### src/rtl/eth_tx_arb.sv
// Packet-granular round-robin arbiter that shares the 10G MAC transmit AXI-Stream
// between NUM_REQ requesters, with an oversize-packet abort/drain path and tx_enable gating.
module eth_tx_arb #(
   parameter  int unsigned NUM_REQ    = 2,
   parameter  int unsigned DATA_WIDTH = 64,
   parameter  int unsigned MAX_BEATS  = 1200,
   localparam int unsigned GW         = $clog2(NUM_REQ),
   localparam int unsigned KW         = DATA_WIDTH / 8
) (
   input  logic                          clk156,
   input  logic                          eth_rst,
   input  logic                          tx_enable,
   input  logic [NUM_REQ-1:0]            s_axis_tvalid,
   output logic [NUM_REQ-1:0]            s_axis_tready,
   input  logic [NUM_REQ*DATA_WIDTH-1:0] s_axis_tdata,
   input  logic [NUM_REQ*KW-1:0]         s_axis_tkeep,
   input  logic [NUM_REQ-1:0]            s_axis_tlast,
   input  logic [NUM_REQ-1:0]            s_axis_tuser,
   output logic                          m_axis_tvalid,
   input  logic                          m_axis_tready,
   output logic [DATA_WIDTH-1:0]         m_axis_tdata,
   output logic [KW-1:0]                 m_axis_tkeep,
   output logic                          m_axis_tlast,
   output logic                          m_axis_tuser,
   output logic [GW-1:0]                 grant_id,
   output logic                          busy,
   output logic [31:0]                   tx_pkt_cnt,
   output logic [15:0]                   abort_cnt
);

   localparam int unsigned BW = $clog2(MAX_BEATS + 1);

   typedef enum logic [1:0] {
      IDLE  = 2'd0,
      BUSY  = 2'd1,
      DRAIN = 2'd2
   } state_t;

   state_t          state;
   state_t          state_nxt;
   logic [GW-1:0]   last_grant;
   logic [GW-1:0]   pick;
   logic            found;
   logic [BW-1:0]   beat_cnt;
   logic            at_limit;
   logic            xfer;

   logic [DATA_WIDTH-1:0] req_data [NUM_REQ];
   logic [KW-1:0]         req_keep [NUM_REQ];
   logic                  src_valid;
   logic                  src_last;
   logic                  src_user;
   logic [DATA_WIDTH-1:0] src_data;
   logic [KW-1:0]         src_keep;

   for (genvar i = 0; i < NUM_REQ; i++) begin : g_unpack
      assign req_data[i] = s_axis_tdata[i*DATA_WIDTH +: DATA_WIDTH];
      assign req_keep[i] = s_axis_tkeep[i*KW +: KW];
   end

   assign src_valid = s_axis_tvalid[grant_id];
   assign src_last  = s_axis_tlast[grant_id];
   assign src_user  = s_axis_tuser[grant_id];
   assign src_data  = req_data[grant_id];
   assign src_keep  = req_keep[grant_id];

   assign at_limit  = (beat_cnt == BW'(MAX_BEATS - 1));
   assign xfer      = m_axis_tvalid & m_axis_tready;
   assign busy      = (state != IDLE);

   // Round-robin search starting just after the last completed grant.
   always_comb begin
      pick  = last_grant;
      found = 1'b0;
      for (int unsigned k = 1; k <= NUM_REQ; k++) begin
         if (!found && s_axis_tvalid[GW'((32'(last_grant) + k) % NUM_REQ)]) begin
            found = 1'b1;
            pick  = GW'((32'(last_grant) + k) % NUM_REQ);
         end
      end
   end

   always_ff @(posedge clk156 or posedge eth_rst) begin
      if (eth_rst) state <= IDLE;
      else         state <= state_nxt;
   end

   // Next state plus the combinational stream mux from the registered grant.
   always_comb begin
      state_nxt     = state;
      s_axis_tready = '0;
      m_axis_tvalid = 1'b0;
      m_axis_tdata  = src_data;
      m_axis_tkeep  = src_keep;
      m_axis_tlast  = 1'b0;
      m_axis_tuser  = 1'b0;
      case (state)
         IDLE: begin
            if (tx_enable && found) state_nxt = BUSY;
         end
         BUSY: begin
            m_axis_tvalid           = src_valid;
            m_axis_tlast            = src_last | at_limit;
            m_axis_tuser            = src_user | (at_limit & ~src_last);
            s_axis_tready[grant_id] = m_axis_tready;
            if (src_valid && m_axis_tready) begin
               if (src_last)      state_nxt = IDLE;
               else if (at_limit) state_nxt = DRAIN;
            end
         end
         DRAIN: begin
            s_axis_tready[grant_id] = 1'b1;
            if (src_valid && src_last) state_nxt = IDLE;
         end
         default: state_nxt = IDLE;
      endcase
   end

   // Grant, beat counter and statistics.
   always_ff @(posedge clk156 or posedge eth_rst) begin
      if (eth_rst) begin
         grant_id   <= '0;
         last_grant <= GW'(NUM_REQ - 1);
         beat_cnt   <= '0;
         tx_pkt_cnt <= '0;
         abort_cnt  <= '0;
      end else begin
         if (state == IDLE && state_nxt == BUSY) begin
            grant_id <= pick;
            beat_cnt <= '0;
         end
         if (state == BUSY && xfer) begin
            beat_cnt <= beat_cnt + BW'(1);
            if (src_last) begin
               tx_pkt_cnt <= tx_pkt_cnt + 32'd1;
               last_grant <= grant_id;
            end else if (at_limit && abort_cnt != 16'hFFFF) begin
               abort_cnt <= abort_cnt + 16'd1;
            end
         end
         if (state == DRAIN && src_valid && src_last) last_grant <= grant_id;
      end
   end

endmodule

### config.mk
export PLATFORM = sky130hd
export DESIGN_NAME = eth_tx_arb
export DESIGN_NICKNAME = d
export VERILOG_FILES = /design/src/rtl/eth_tx_arb.sv
export SDC_FILE = /design/constraint.sdc
export NUM_CORES = 1
export LEC_CHECK = 0
export ABC_AREA = 1
export CAP_MARGIN = 10
export CORE_MARGIN = 2
export CORE_UTILIZATION = 28
export CTS_BUF_LIST = sky130_fd_sc_hd__clkbuf_4
export CTS_CLUSTER_DIAMETER = 30
export DETAILED_ROUTE_END_ITERATION = 7
export GPL_TIMING_DRIVEN = 1
export SYNTH_ARGS = -nofsm -noshare
export SYNTH_HDL_FRONTEND = slang
export SYNTH_SLANG_ARGS = --single-unit
### constraint.sdc
create_clock -name clk156 -period 2.6 [get_ports clk156]
set_input_delay 0.52 -clock clk156 [delete_from_list [all_inputs] [get_ports clk156]]
set_output_delay 0.52 -clock clk156 [all_outputs]
set_load 0.03 [all_outputs]
==> flow_summary.ini, run 1 <==
[floorplan]
floorplan.initialDensity = 0.288
die-height_microns = 132
floorplan.die_area_sq_um = 17500
boundaryPins = 281
core.rowCount = 46
die_width_microns = 132
design.core.area_sq_um = 16000

[layout]
final_cell_mix = nand2_1, clkdlybuf4s50_1, buf_4
final_nets = 1161
leading_cell_type_in_the_layout_fill_and_taps_excluded = nand2_1
post_route_cells_drive_above_1_share = 0.141
layout.cell_area.non_filler_sq_um = 7820
finalCoreUtilization = 0.489
area_growth_syn_to_layout_pct = 69.6

[sta]
measured_slew_at_the_worst_slew_check_pin_ps = 489
timing.clock.skew_ps = 13.3
setup_viol = 0
slew-limit-headroom = 0.672
max_clock_freq_ghz = 0.399
hold_vio_cnt_final = 0
min_period_ps = 2500
final-max-slew-violation-count = 0
setup_slack_ps = 96.0
post-route-period-util = 0.963
fin_worst_hold_slack_ps = 479

[clock_network]
clock_insertion_delay_worst_skew_ps = 420
clock_path_buffers = 2
ctsRootBufferMaster = clkbuf_4
cts_h_tree_lvls = 3
clock_sinks = 63
cts_made_buffers = 9
clock_tree_from_tritoncts = done
worst_setup_hold_path_clk_slew_ps = 110
post_cts_hold_buffer_count = 0

[hold_path]
min-delay-path-class = input pin to asynchronous set/reset pin

[global_route]
grt_first_pass_wirelength_microns = 29900
antenna_found_initial = 3
grt.overflow.total = 0
grt_usage = 0.220
first_global_vias = 5366
grt_start_max_net_pins = 64

[yosys]
synth_area_sq_um = 4610
synth-warning-count = 0
ys_seq_area_frac = 0.342
synth_cell_types = 36
synthesis.instances = 714
avgSynthCellArea_sq_um = 6.46
synth.ff_latch_count = 63
syn_nets = 875

[placement]
place_worst_setup_slack_ps = 238
hpwl_after_dpl_microns = 15600
place.gp.congestion = 0.839
numPortBuffers = 280
placed_cell_area_sq_um = 7620

[power_and_ir_drop]
p_leak_nw = 3.89
peakVddDrop_v = 0.000366
total_power_w = 0.00553
cellPowerDensity_nw_per_um2 = 707

[drt]
post_drt_antenna_nets = 0
drt_drc_violations_left = 0
drt_pre_antenna_iters = 5
average_routed_wire_per_standard_cell_microns = 15.7
vias = 5497
post_drt_via_cell_ratio = 4.49
postRouteWirelength_microns = 19200
drc_marker_count_from_the_first_detailed_route_iteration = 277

[worst_setup_path]
cp.required_ps = 2080
cp-end-kind = output pin
critical_path.cell_chain = nor3_1 -> nand3_2 -> nor2_2 -> inv_1 -> a31oi_1 -> buf_4 -> buf_12
worst-endpoint-arrival_ps = 1980
path_class = flip-flop to output pin
critical_path_peak_fanout = 6
crit_path_start_kind = flip-flop
cpPeakStageDelay_ps = 450
crit_slowest_cell = dfrtp_1

[run_status]
run_status = finished, final reports clean

[job]
max-cap-violations = 0
## routing by layer
layer | vias up | GRT usage | wire, microns
li1 | 2795 | - | -
met1 | 2506 | 0.274 | 8180
met2 | 186 | 0.375 | 9530
met3 | 10 | 0.0696 | 1320
met4 | 0 | 0.0412 | 148
met5 | - | 0 | 0
## metrics by stage
step	cells	setup TNS (ps)
global placement	1197	0
finish	1223	0
global route	1223	-19.2
CTS	1218	0
floorplan	714	0
detailed placement	1197	0
## worst max-delay path, delay by kind of cell (launching register included)
family / cells / cell delay [ps]
compound gates: 1 / 140
buf+inv: 3 / 320
flops: 1 / 450
simple gates: 3 / 660
## synthesized netlist by cell type
master	number	area share
dfstp_2	1	0.0057
xnor2_1	10	0.019
nor3b_1	1	0.0016
nor3_1	17	0.018
nand2_2	5	0.0068
o21bai_1	2	0.0033
nand4_1	9	0.012
clkbuf_1	12	0.0098
nand3b_2	1	0.0024
nand3_2	1	0.0022
or2_2	4	0.0054
a21oi_1	7	0.0076
a31oi_1	2	0.0027
nand2_4	3	0.0073
buf_1	5	0.0041
buf_2	3	0.0033
inv_1	50	0.041
nor4_1	2	0.0027
inv_4	1	0.0014
nor3_4	1	0.0035
dfrtp_1	62	0.34
and3_1	1	0.0014
nor2_4	4	0.0098
o211ai_1	1	0.0016
nor2_8	1	0.0043
buf_6	2	0.0049
nand2_1	351	0.29
ha_1	7	0.019
nand3_1	42	0.046
o21ai_1	1	0.0011
xor2_1	30	0.057
o21ai_0	19	0.021
nor3_2	3	0.0065
nor2_1	45	0.037
nand3b_1	4	0.0065
inv_2	4	0.0033
## report_power, final
part           switching (W)  internal [W]  total, W
clock network       0.000366      0.000194  0.000560
registers          0.0000989       0.00106   0.00116
logic                0.00237       0.00144   0.00381
total                0.00284       0.00269   0.00553
## worst paths after layout
path / from / to / slack [ps] / depth (start not counted)
setup / recovery: beat_cnt[8] / m_axis_tuser / 100 / 7
hold / removal: eth_rst / abort_cnt[3] / 480 / 3
setup reg to reg: grant_id / abort_cnt[12] / 350 / 13
hold reg to reg: last_grant / last_grant / 500 / 2
max in group asynchronous: eth_rst / last_grant / 1800 / 3
min in group clk156: last_grant / last_grant / 500 / 2
## cell type report
type	count	area (sq um)
Clock buffer	10	75.1
Timing Repair Buffer	297	2900
Tap cell	216	270
Inverter	55	211
Clock inverter	5	26.3
Fill cell	1674	8180
Antenna cell	3	7.51
Multi-Input combinational cell	574	2760
Sequential cell	63	1580
## what timing repair did
action / in CTS / in global routing
setup buffers: 6 / 2
pin swaps: 1 / 2
resized for setup: 1 / 9
setup endpoints to repair: 1 / 8
## sequential cells by signal, indices dropped and copies added, names as in the netlist
signal	flops
abort_cnt	16
beat_cnt	11
grant_id	1
last_grant	1
state	2
tx_pkt_cnt	32
## cells by family (layout without fill, tap and decap cells)
kind of cell,count (synthesis),count (layout),share of synthesized area
AO/OA/AOI/OAI,32,32,0.0369
XOR/XNOR,40,40,0.0759
adder cells (fa/ha/maj),7,7,0.0190
buffers and inverters,77,367,0.0673
flip-flops,63,63,0.342
other,0,3,0
AND/OR/NAND/NOR,495,495,0.459
Power figures use the tool's default switching activity.
==> inputs of run 2 (changes only) <==
--- a/config.mk
+++ b/config.mk
@@ -6,11 +6,11 @@
 export NUM_CORES = 1
 export LEC_CHECK = 0
 export ABC_AREA = 1
-export CAP_MARGIN = 10
 export CORE_MARGIN = 2
 export CORE_UTILIZATION = 28
 export CTS_BUF_LIST = sky130_fd_sc_hd__clkbuf_4
 export CTS_CLUSTER_DIAMETER = 30
+export CTS_CLUSTER_SIZE = 14
 export DETAILED_ROUTE_END_ITERATION = 7
 export GPL_TIMING_DRIVEN = 1
 export SYNTH_ARGS = -nofsm -noshare
==> results of run 2 <==
The final DEF is identical to that of run 1; final timing and power are the same.
